[config.mk]
export PLATFORM = sky130hd
export DESIGN_NAME = pwm_motor_drive_flat
export DESIGN_NICKNAME = d
export VERILOG_FILES = /design/src/rtl/motor_pkg.sv /design/src/rtl/pwm_motor_drive_if.sv /design/src/rtl/pwm_channel.sv /design/src/rtl/pwm_motor_drive.sv /design/src/flat_wrapper.sv
export SDC_FILE = /design/constraint.sdc
export NUM_CORES = 1
export LEC_CHECK = 0
export BUFFER_PORTS_ARGS = -buffer_cell sky130_fd_sc_hd__buf_2
export CAP_MARGIN = 40
export CORE_UTILIZATION = 56
export CTS_BUF_LIST = sky130_fd_sc_hd__clkbuf_2
export CTS_CLUSTER_DIAMETER = 60
export DETAILED_ROUTE_END_ITERATION = 12
export PLACE_DENSITY = 0.89
export SYNTH_ARGS = -nofsm -noshare
export SYNTH_HDL_FRONTEND = slang
export SYNTH_HIERARCHICAL = 1
export SYNTH_SLANG_ARGS = --single-unit
[constraint.sdc]
create_clock -name PCLK -period 2.76 [get_ports PCLK]
set_clock_uncertainty 0.1 [all_clocks]
set_input_delay 0.138 -clock PCLK [delete_from_list [all_inputs] [get_ports PCLK]]
set_output_delay 0.138 -clock PCLK [all_outputs]
set_load 0.02 [all_outputs]
[src/rtl/motor_pkg.sv]
// Shared types and constants for the H-bridge PWM drive.
package motor_pkg;

    localparam int DUTY_W = 8;

    // Direction encoding as presented by the command register block
    localparam logic FWD = 1'b0;
    localparam logic REV = 1'b1;

    typedef enum logic [1:0] {
        IDLE = 2'd0,
        RUN  = 2'd1,
        DEAD = 2'd2
    } ch_state_t;

    // Per-side command as seen by a channel
    typedef struct packed {
        logic              en;
        logic              dir;
        logic [DUTY_W-1:0] duty;
    } ch_cmd_t;

    // Per-side registered bridge drive and status
    typedef struct packed {
        logic in1;
        logic in2;
        logic busy;
    } ch_drv_t;

endpackage

[src/rtl/pwm_motor_drive_if.sv]
// Command inputs from the register block and H-bridge outputs to the pins.
interface pwm_motor_drive_if;
    import motor_pkg::*;

    logic [DUTY_W-1:0] PWM_DUTY_R;
    logic [DUTY_W-1:0] PWM_DUTY_L;
    logic              PWM_EN_R;
    logic              PWM_EN_L;
    logic              PWM_DIR_R;
    logic              PWM_DIR_L;
    logic              MOT_IN1_R;
    logic              MOT_IN2_R;
    logic              MOT_IN1_L;
    logic              MOT_IN2_L;
    logic              PERIOD_START;
    logic              BUSY_R;
    logic              BUSY_L;

    // Command source side (register block / bench)
    modport master (
        output PWM_DUTY_R, PWM_DUTY_L, PWM_EN_R, PWM_EN_L, PWM_DIR_R, PWM_DIR_L,
        input  MOT_IN1_R, MOT_IN2_R, MOT_IN1_L, MOT_IN2_L, PERIOD_START, BUSY_R, BUSY_L
    );

    // PWM drive side
    modport slave (
        input  PWM_DUTY_R, PWM_DUTY_L, PWM_EN_R, PWM_EN_L, PWM_DIR_R, PWM_DIR_L,
        output MOT_IN1_R, MOT_IN2_R, MOT_IN1_L, MOT_IN2_L, PERIOD_START, BUSY_R, BUSY_L
    );

endinterface

[src/rtl/pwm_channel.sv]
// One H-bridge side: command FSM with dead-time on reversal, duty/direction
// shadows that only move at period boundaries, compare and bridge mapping.
module pwm_channel
    import motor_pkg::*;
#(
    parameter int DEADTIME_PERIODS = 4
) (
    input  logic              clk,
    input  logic              rst,
    input  logic              boundary,
    input  logic [DUTY_W-1:0] cnt,
    input  ch_cmd_t           cmd,
    output ch_drv_t           drv
);

    localparam logic [7:0] DCNT_INIT = 8'(DEADTIME_PERIODS - 1);

    ch_state_t         state;
    logic [DUTY_W-1:0] duty_q;
    logic              dir_q;
    logic [7:0]        dcnt;
    logic              pwm;

    // Only RUN ever drives; duty 255 still leaves one low count per period
    assign pwm = (state == RUN) && (cnt < duty_q);

    // Command FSM, evaluated at period boundaries only; en beats dir
    always_ff @(posedge clk or posedge rst) begin
        if (rst) begin
            state  <= IDLE;
            duty_q <= '0;
            dir_q  <= FWD;
            dcnt   <= '0;
        end else if (boundary) begin
            case (state)
                IDLE: begin
                    // Starting from coast needs no dead time, whatever dir_q was
                    if (cmd.en) begin
                        state  <= RUN;
                        dir_q  <= cmd.dir;
                        duty_q <= cmd.duty;
                    end
                end
                RUN: begin
                    if (!cmd.en) begin
                        state <= IDLE;
                    end else if (cmd.dir != dir_q) begin
                        state <= DEAD;
                        dcnt  <= DCNT_INIT;
                    end else begin
                        duty_q <= cmd.duty;
                    end
                end
                DEAD: begin
                    // Dead time runs to completion even if dir flips back
                    if (!cmd.en) begin
                        state <= IDLE;
                    end else if (dcnt == 8'd0) begin
                        state  <= RUN;
                        dir_q  <= cmd.dir;
                        duty_q <= cmd.duty;
                    end else begin
                        dcnt <= dcnt - 8'd1;
                    end
                end
                default: state <= IDLE;
            endcase
        end
    end

    // Registered bridge pins: at most one leg driven, both low when coasting
    always_ff @(posedge clk or posedge rst) begin
        if (rst) begin
            drv <= '0;
        end else begin
            drv.in1  <= pwm && (dir_q == FWD);
            drv.in2  <= pwm && (dir_q == REV);
            drv.busy <= (state == DEAD);
        end
    end

endmodule

[src/rtl/pwm_motor_drive.sv]
// Dual-channel H-bridge PWM generator: shared prescaler and 8-bit period
// counter, boundary strobe, PERIOD_START, and one pwm_channel per side.
module pwm_motor_drive
    import motor_pkg::*;
#(
    parameter int PRESCALE         = 195,
    parameter int DEADTIME_PERIODS = 4
) (
    input  logic             PCLK,
    input  logic             PRESET,
    pwm_motor_drive_if.slave bus
);

    localparam int NUM_CH = 2;  // 0 = right, 1 = left
    localparam int PCNT_W = (PRESCALE > 1) ? $clog2(PRESCALE) : 1;
    localparam logic [PCNT_W-1:0] PCNT_MAX = PCNT_W'(PRESCALE - 1);

    logic [PCNT_W-1:0] pcnt;
    logic [DUTY_W-1:0] cnt;
    logic              tick;
    logic              boundary;
    logic              bnd_q;

    ch_cmd_t [NUM_CH-1:0] cmd;
    ch_drv_t [NUM_CH-1:0] drv;

    assign tick     = (pcnt == PCNT_MAX);
    assign boundary = tick && (cnt == {DUTY_W{1'b1}});

    // Prescaler: one count step every PRESCALE clocks
    always_ff @(posedge PCLK or posedge PRESET) begin
        if (PRESET)    pcnt <= '0;
        else if (tick) pcnt <= '0;
        else           pcnt <= pcnt + 1'b1;
    end

    // Period counter, free-running 0..255
    always_ff @(posedge PCLK or posedge PRESET) begin
        if (PRESET)    cnt <= '0;
        else if (tick) cnt <= cnt + 1'b1;
    end

    // PERIOD_START is delayed one extra cycle so it lines up with the first
    // registered drive cycle of the new period
    always_ff @(posedge PCLK or posedge PRESET) begin
        if (PRESET) begin
            bnd_q            <= 1'b0;
            bus.PERIOD_START <= 1'b0;
        end else begin
            bnd_q            <= boundary;
            bus.PERIOD_START <= bnd_q;
        end
    end

    assign cmd[0] = '{en: bus.PWM_EN_R, dir: bus.PWM_DIR_R, duty: bus.PWM_DUTY_R};
    assign cmd[1] = '{en: bus.PWM_EN_L, dir: bus.PWM_DIR_L, duty: bus.PWM_DUTY_L};

    generate
        for (genvar g = 0; g < NUM_CH; g++) begin : g_ch
            pwm_channel #(
                .DEADTIME_PERIODS(DEADTIME_PERIODS)
            ) u_ch (
                .clk      (PCLK),
                .rst      (PRESET),
                .boundary (boundary),
                .cnt      (cnt),
                .cmd      (cmd[g]),
                .drv      (drv[g])
            );
        end
    endgenerate

    assign bus.MOT_IN1_R = drv[0].in1;
    assign bus.MOT_IN2_R = drv[0].in2;
    assign bus.BUSY_R    = drv[0].busy;
    assign bus.MOT_IN1_L = drv[1].in1;
    assign bus.MOT_IN2_L = drv[1].in2;
    assign bus.BUSY_L    = drv[1].busy;

endmodule

[src/flat_wrapper.sv]
// flat-port wrapper written by rule: the top's interface ports become plain ports
module pwm_motor_drive_flat import motor_pkg::*;
#(
    parameter int PRESCALE         = 195,
    parameter int DEADTIME_PERIODS = 4
)
  (PCLK, PRESET, bus_PWM_DUTY_R, bus_PWM_DUTY_L, bus_PWM_EN_R, bus_PWM_EN_L, bus_PWM_DIR_R, bus_PWM_DIR_L, bus_MOT_IN1_R, bus_MOT_IN2_R, bus_MOT_IN1_L, bus_MOT_IN2_L, bus_PERIOD_START, bus_BUSY_R, bus_BUSY_L);
  pwm_motor_drive_if bus_i ();
  input  logic PCLK;
  input  logic PRESET;
  input wire logic [$bits(bus_i.PWM_DUTY_R)-1:0] bus_PWM_DUTY_R;
  input wire logic [$bits(bus_i.PWM_DUTY_L)-1:0] bus_PWM_DUTY_L;
  input wire logic [$bits(bus_i.PWM_EN_R)-1:0] bus_PWM_EN_R;
  input wire logic [$bits(bus_i.PWM_EN_L)-1:0] bus_PWM_EN_L;
  input wire logic [$bits(bus_i.PWM_DIR_R)-1:0] bus_PWM_DIR_R;
  input wire logic [$bits(bus_i.PWM_DIR_L)-1:0] bus_PWM_DIR_L;
  output wire logic [$bits(bus_i.MOT_IN1_R)-1:0] bus_MOT_IN1_R;
  output wire logic [$bits(bus_i.MOT_IN2_R)-1:0] bus_MOT_IN2_R;
  output wire logic [$bits(bus_i.MOT_IN1_L)-1:0] bus_MOT_IN1_L;
  output wire logic [$bits(bus_i.MOT_IN2_L)-1:0] bus_MOT_IN2_L;
  output wire logic [$bits(bus_i.PERIOD_START)-1:0] bus_PERIOD_START;
  output wire logic [$bits(bus_i.BUSY_R)-1:0] bus_BUSY_R;
  output wire logic [$bits(bus_i.BUSY_L)-1:0] bus_BUSY_L;
  assign bus_i.PWM_DUTY_R = bus_PWM_DUTY_R;
  assign bus_i.PWM_DUTY_L = bus_PWM_DUTY_L;
  assign bus_i.PWM_EN_R = bus_PWM_EN_R;
  assign bus_i.PWM_EN_L = bus_PWM_EN_L;
  assign bus_i.PWM_DIR_R = bus_PWM_DIR_R;
  assign bus_i.PWM_DIR_L = bus_PWM_DIR_L;
  assign bus_MOT_IN1_R = bus_i.MOT_IN1_R;
  assign bus_MOT_IN2_R = bus_i.MOT_IN2_R;
  assign bus_MOT_IN1_L = bus_i.MOT_IN1_L;
  assign bus_MOT_IN2_L = bus_i.MOT_IN2_L;
  assign bus_PERIOD_START = bus_i.PERIOD_START;
  assign bus_BUSY_R = bus_i.BUSY_R;
  assign bus_BUSY_L = bus_i.BUSY_L;
  pwm_motor_drive #(.PRESCALE(PRESCALE), .DEADTIME_PERIODS(DEADTIME_PERIODS)) u_core (.PCLK(PCLK), .PRESET(PRESET), .bus(bus_i));
endmodule
**Yosys cells after proc, flatten, opt, wreduce, memory -nomap -nowiden**

Index checks and enable logic that the tools add are counted.

- Bits in registers: 62
- Input bits: 22
- Output and inout bits: 7

- $add $sub $neg: 4
- Order comparisons: 2
- Equality and inequality tests: 26
- Mux-type cells: 43
- Bitwise operators: 2
- Reduce and logical (&&, ||, !) cells: 25

Operator list:

| cell | number |
|---|---|
| $mux W8 | 19 |
| $pmux W8 S3 | 2 |
| $pmux W8 S2 | 2 |
| $ne A2 B2 Y1 const B | 12 |
| $mux W2 | 10 |
| $add A8 B1 Y8 const B | 2 |
| $eq A8 B8 Y1 const B | 2 |
| $logic_not A8 Y1 | 2 |
| $lt A8 B8 Y1 | 2 |
| $sub A8 B1 Y8 const B | 2 |
| $reduce_and A7 Y1 | 2 |
| $pmux W2 S3 | 2 |
| $reduce_and A6 Y1 | 2 |
| $reduce_and A5 Y1 | 2 |
| $reduce_and A4 Y1 | 2 |
| $reduce_bool A2 Y1 | 4 |
| $logic_and A1 B1 Y1 | 7 |
| $mux W1 | 6 |
| $ne A3 B2 Y1 const B | 2 |
| $ne A3 B3 Y1 const B | 2 |
| $reduce_bool A3 Y1 | 2 |
| $eq A2 B1 Y1 const B | 2 |
| $eq A2 B2 Y1 const B | 2 |
| $logic_not A2 Y1 | 2 |
| other kinds (4) | 8 |

**Depth between registers and ports, before layout**

- Depth after elaboration: 4
- Depth in mapped cells: 11
- Gate-level depth less buffers: 9

**By module**

The synthesis kept the hierarchy.

Modules (own cells, without submodules):

| module | instances | cells an instance | area an instance (sq um) | seq. area each (sq um) |
|---|---|---|---|---|
| pwm_channel at u_core.g_ch[0].u_ch | 1 | 121 | 1,249.9 | 550.5 |
| pwm_channel at u_core.g_ch[1].u_ch | 1 | 117 | 1,221.2 | 550.5 |
| pwm_motor_drive | 1 | 74 | 860.8 | 450.4 |

**Worst setup path before layout**

Ideal clock, no wire load.

- Path kind: flip-flop to flip-flop
- From: reg u_core.pcnt[0]
- To: reg u_core.g_ch[1].u_ch.dcnt[5]
- Setup time: 0.126 ns
- Data arrival time: 2.585 ns
- Setup slack: -0.051 ns
- Stages on the path, launching flop included: 11
- Path buffers: 1
- Clock period less this slack: 2.811 ns
- Cells stage by stage: dfrtp_1 > inv_1 > ha_1 > or4b_1 > buf_6 > nor2_1 > and3_1 > nand2_1 > nor3b_1 > nor2_1 > a221o_1

- Longest elaborated chain between the ends: 3

Ends and longest elaborated chain:

| element | line | RTL |
|---|---|---|
| from (decl) | pwm_motor_drive.sv:18 | `logic [PCNT_W-1:0] pcnt;` |
| from (signal assigned) | pwm_motor_drive.sv:34 | `else pcnt <= pcnt + 1'b1;` |
| $eq A8 B8 Y1 | pwm_motor_drive.sv:27 | `assign tick = (pcnt == PCNT_MAX);` |
| $logic_and A1 B1 Y1 | pwm_motor_drive.sv:28 | `assign boundary = tick && (cnt == {DUTY_W{1'b1}});` |
| via u_core.boundary | pwm_motor_drive.sv:21 | `logic boundary;` |
| $reduce_and A6 Y1 (no source line) | n/a |  |
| to (signal assigned) | pwm_channel.sv:63 | `dcnt <= dcnt - 8'd1;` |
| to (decl) | pwm_channel.sv:21 | `logic [7:0] dcnt;` |

The timed path passes the listed nets, and every way through them passes these cells.
A chain may end at the register's enable or synchronous reset.

**Worst setup path in the final report**

- From: reg u_core.pcnt[1]
- To: reg u_core.g_ch[0].u_ch.dcnt[5]

- Longest elaborated chain between the ends: 3

Ends and longest elaborated chain:

| element | line |
|---|---|
| $eq A8 B8 Y1 | pwm_motor_drive.sv:27 |
| $logic_and A1 B1 Y1 | pwm_motor_drive.sv:28 |
| via u_core.boundary | pwm_motor_drive.sv:21 |
| $reduce_and A6 Y1 (no source line) | n/a |
| to (signal assigned) | pwm_channel.sv:63 |
| to (decl) | pwm_channel.sv:21 |

The timed path passes the listed nets, and every way through them passes these cells.

==> flow_summary.toml <==
[status]
status = "finished clean"

[setup_path]
cp-end-kind = "register"
crit_type = "register to register"
crit_fanout = 7
worst_ep_arrival_time_ps = 2930
cp-start-kind = "register"
critPathRequiredTime_ps = 3040

[routing]
drt_pass1_iterations = 4
drt_iter0_drc = 153
wirelength_microns = 6900
via_count = 2654
post_drt_via_cell_ratio = 5.82
drc = 0
wl_per_cell_microns = 15.1
antenna_left = 0

[power]
p_int_w = 0.00117
sequentialPowerShare_pct = 59.8
p_per_area_mw_per_mm2 = 387
pwr-share-clk_pct = 34.6
p_leak_nw = 2.00
power_frac_comb_pct = 5.6
switching_share_pct = 23.7
switching_power_w = 0.000364
ir_drop_uv = 297

[placement]
io_buffers = 28
dpl-instance-area_sq_mm = 0.00361
post-place-ws_ps = 86.1
post-dp-hpwl_microns = 4830
gp_congestion = 0.805

[global_route]
grt_antenna_before_repair = 0
grtUsageMet2_pct = 39.8
grt_use_met1_pct = 29.1
grt_pass1_wl_microns = 11300
busiest_layer = "met2"
first_global_vias = 2582
grt.total_usage_pct = 23.9
grt_max_degree = 23
grt.overflow.total = 0
grt_util_met3_pct = 5.06

[synthesis]
post_synth_num_cell_types = 58
syn_avg_cell_area_sq_um = 10.7
synth-seq-area-share_pct = 46.6
synth_seq_cells = 62
synth_area_leaders = "dfrtp_1 47%, ha_1 7.9%, mux2_2 5.7%"
synth_ff_type = "dfrtp_1"
syn_inst = 312
synthesis.area_sq_mm = 0.00333
netlist_top_cells_count = "62 x dfrtp_1, 31 x inv_1, 21 x ha_1"
yosys.area.top_type = "dfrtp_1"
synth-edff-count = 0
synth_nets = 355
synth_top_area_share_pct = 46.6
yosys_warnings = 6
synthMostInstantiatedCell = "dfrtp_1"
synthArstFlopShare_pct = 100

[floorplanning]
num_rows = 27
core_area_sq_mm = 0.00561
ios = 29
initial_core_util_pct = 59.4
dieWidth_microns = 79.1
die_h_microns = 79.1
die-area_sq_mm = 0.00626

[timing]
setup_viol = 0
rsz0062_at_grt = "false"
setup_ws_ps = 105
max_slew_margin_pct = 45.1
timing.hold.ws_ps = 297
hold_viol = 0
tightest_slew_ps = 823
period_needed_ps = 2650
setup-tns-final_ps = 0
drv_slew = 0
max_clock_freq_mhz = 377
finalCritPeriodShare_pct = 96.2

[finish]
multi_input_area_sq_mm = 0.00165
final_nets = 422
seq_area_sq_mm = 0.00155
fin_area_sq_mm = 0.00397
syn_to_final_growth_pct = 19.0
final_layout_size_suffix_gt1_share_pct = 21.9
diodes = 0
num-fill-cells = 387

[clock_network]
cts.sinks = 62
numCtsBuffers = 9
clk_path_buf_depth = 2
htreeDepth = 3
clkSlewWorstSetupHoldPaths_ps = 160
cts_tree = "done"
ctsRootBufferMaster = "clkbuf_2"
clk_latency_ps = 480

[worst_hold_path]
hp-class = "input port to register"

[run]
maxCapViolations = 0
-- sequential cells by signal (all words and copies together), names as in the netlist --
signal and flops:
u_core/g_ch.u_ch/dcnt 16, u_core/g_ch.u_ch/duty_q 16, u_core/cnt 8, u_core/pcnt 8, u_core/g_ch.u_ch/drv 6, u_core/g_ch.u_ch/state 4
u_core/g_ch.u_ch/dir_q 2, u_core/bnd_q 1, u_core/bus.PERIOD_START 1
-- power groups by stage --
stage	clock [W]	combinational, W	sequential [W]
2_1_floorplan	0	0.0000310	0.000934
3_3_place_gp	0	0.0000543	0.000934
3_5_place_dp	0	0.0000572	0.000934
4_1_cts	0.000550	0.0000802	0.000918
5_1_grt	0.000583	0.0000957	0.000919
6_report	0.000531	0.0000857	0.000918
-- stage by stage --
step                      power, W  utilization [%]  std cells
after global routing       0.00160             70.7        456
after global placement    0.000988             64.4        417
after CTS                  0.00155             70.0        454
final                      0.00153             70.7        456
after floorplan           0.000965                -        312
after detailed placement  0.000992             64.4        417
-- layout by cell type (no fill, tap or decap), types with 3 or more instances in the layout --
master / Yosys / layout
a21o_1: 4 / 4
nand2_1: 16 / 16
dfrtp_1: 62 / 62
nor3b_1: 6 / 5
nand2b_1: 6 / 6
nand3_1: 3 / 3
a221o_1: 3 / 3
xnor2_1: 4 / 4
nor2b_1: 3 / 3
a211oi_1: 4 / 4
clkbuf_2: 0 / 11
inv_1: 31 / 31
nor2_1: 16 / 16
mux2_2: 17 / 17
o21ai_0: 16 / 16
nor4_2: 3 / 3
buf_2: 1 / 28
xor2_1: 11 / 11
and3_1: 7 / 6
dlygate4sd3_1: 0 / 22
or3_1: 4 / 4
nor3_1: 9 / 9
a211o_1: 3 / 3
ha_1: 21 / 21
buf_4: 0 / 9
a21oi_1: 13 / 13
a31oi_1: 7 / 7
-- routing by layer --
metal	vias up	wire [microns]
met4	0	159
met1	1295	2950
met5	-	0
met2	82	3440
li1	1259	-
met3	18	346
-- final cells by class --
cell class	instances	share of cell area [%]
inverter	31	2.93
timing repair buffer	60	11.5
clock buffer	11	1.39
sequential	62	39.1
clock inverter	5	1.26
tap	72	2.27
multi-input combinational	215	41.5
-- kinds of logic after synthesis --
logic type	synth area share, %
xor+xnor	3.94
buf+inv	4.21
simple gates	18.3
mux	6.42
compound gates	12.7
fa+ha+maj	7.89
flops	46.6
-- timing repair --
item	in CTS	in global routing
hold buffers	21	1
endpoints found under the hold margin	84	1
gates resized for setup	0	1
buffers inserted	0	0
endpoints found under the setup margin	0	6
-- critical path, cell delays in order (launching register included) --
cell and delay [ps]:
dfrtp_1 440, ha_1 180, or4b_1 460, nor2_1 170, and3_2 270, and2_1 210
a31oi_1 180, a21o_1 250, a211o_1 300
-- final timing paths --
check,start,endpoint,slack (ps),depth (start not counted)
hold reg to reg,u_core/bnd_q$_DFF_PP0_,u_core/bus.PERIOD_START$_DFF_PP0_,310,0
setup / recovery,u_core/pcnt[1]$_DFF_PP0_,u_core/g_ch[0].u_ch/dcnt[5]$_DFFE_PP0P_,110,8
min in group asynchronous,PRESET,u_core/g_ch[0].u_ch/dcnt[7]$_DFFE_PP0P_,570,4
setup reg to reg,u_core/pcnt[1]$_DFF_PP0_,u_core/g_ch[0].u_ch/dcnt[5]$_DFFE_PP0P_,110,8
hold / removal,bus_PWM_DUTY_L[7],u_core/g_ch[1].u_ch/duty_q[7]$_DFFE_PP0P_,300,3
max in group asynchronous,PRESET,u_core/g_ch[1].u_ch/duty_q[0]$_DFFE_PP0P_,1180,4
Note: power is estimated with default switching activity, not from simulation.
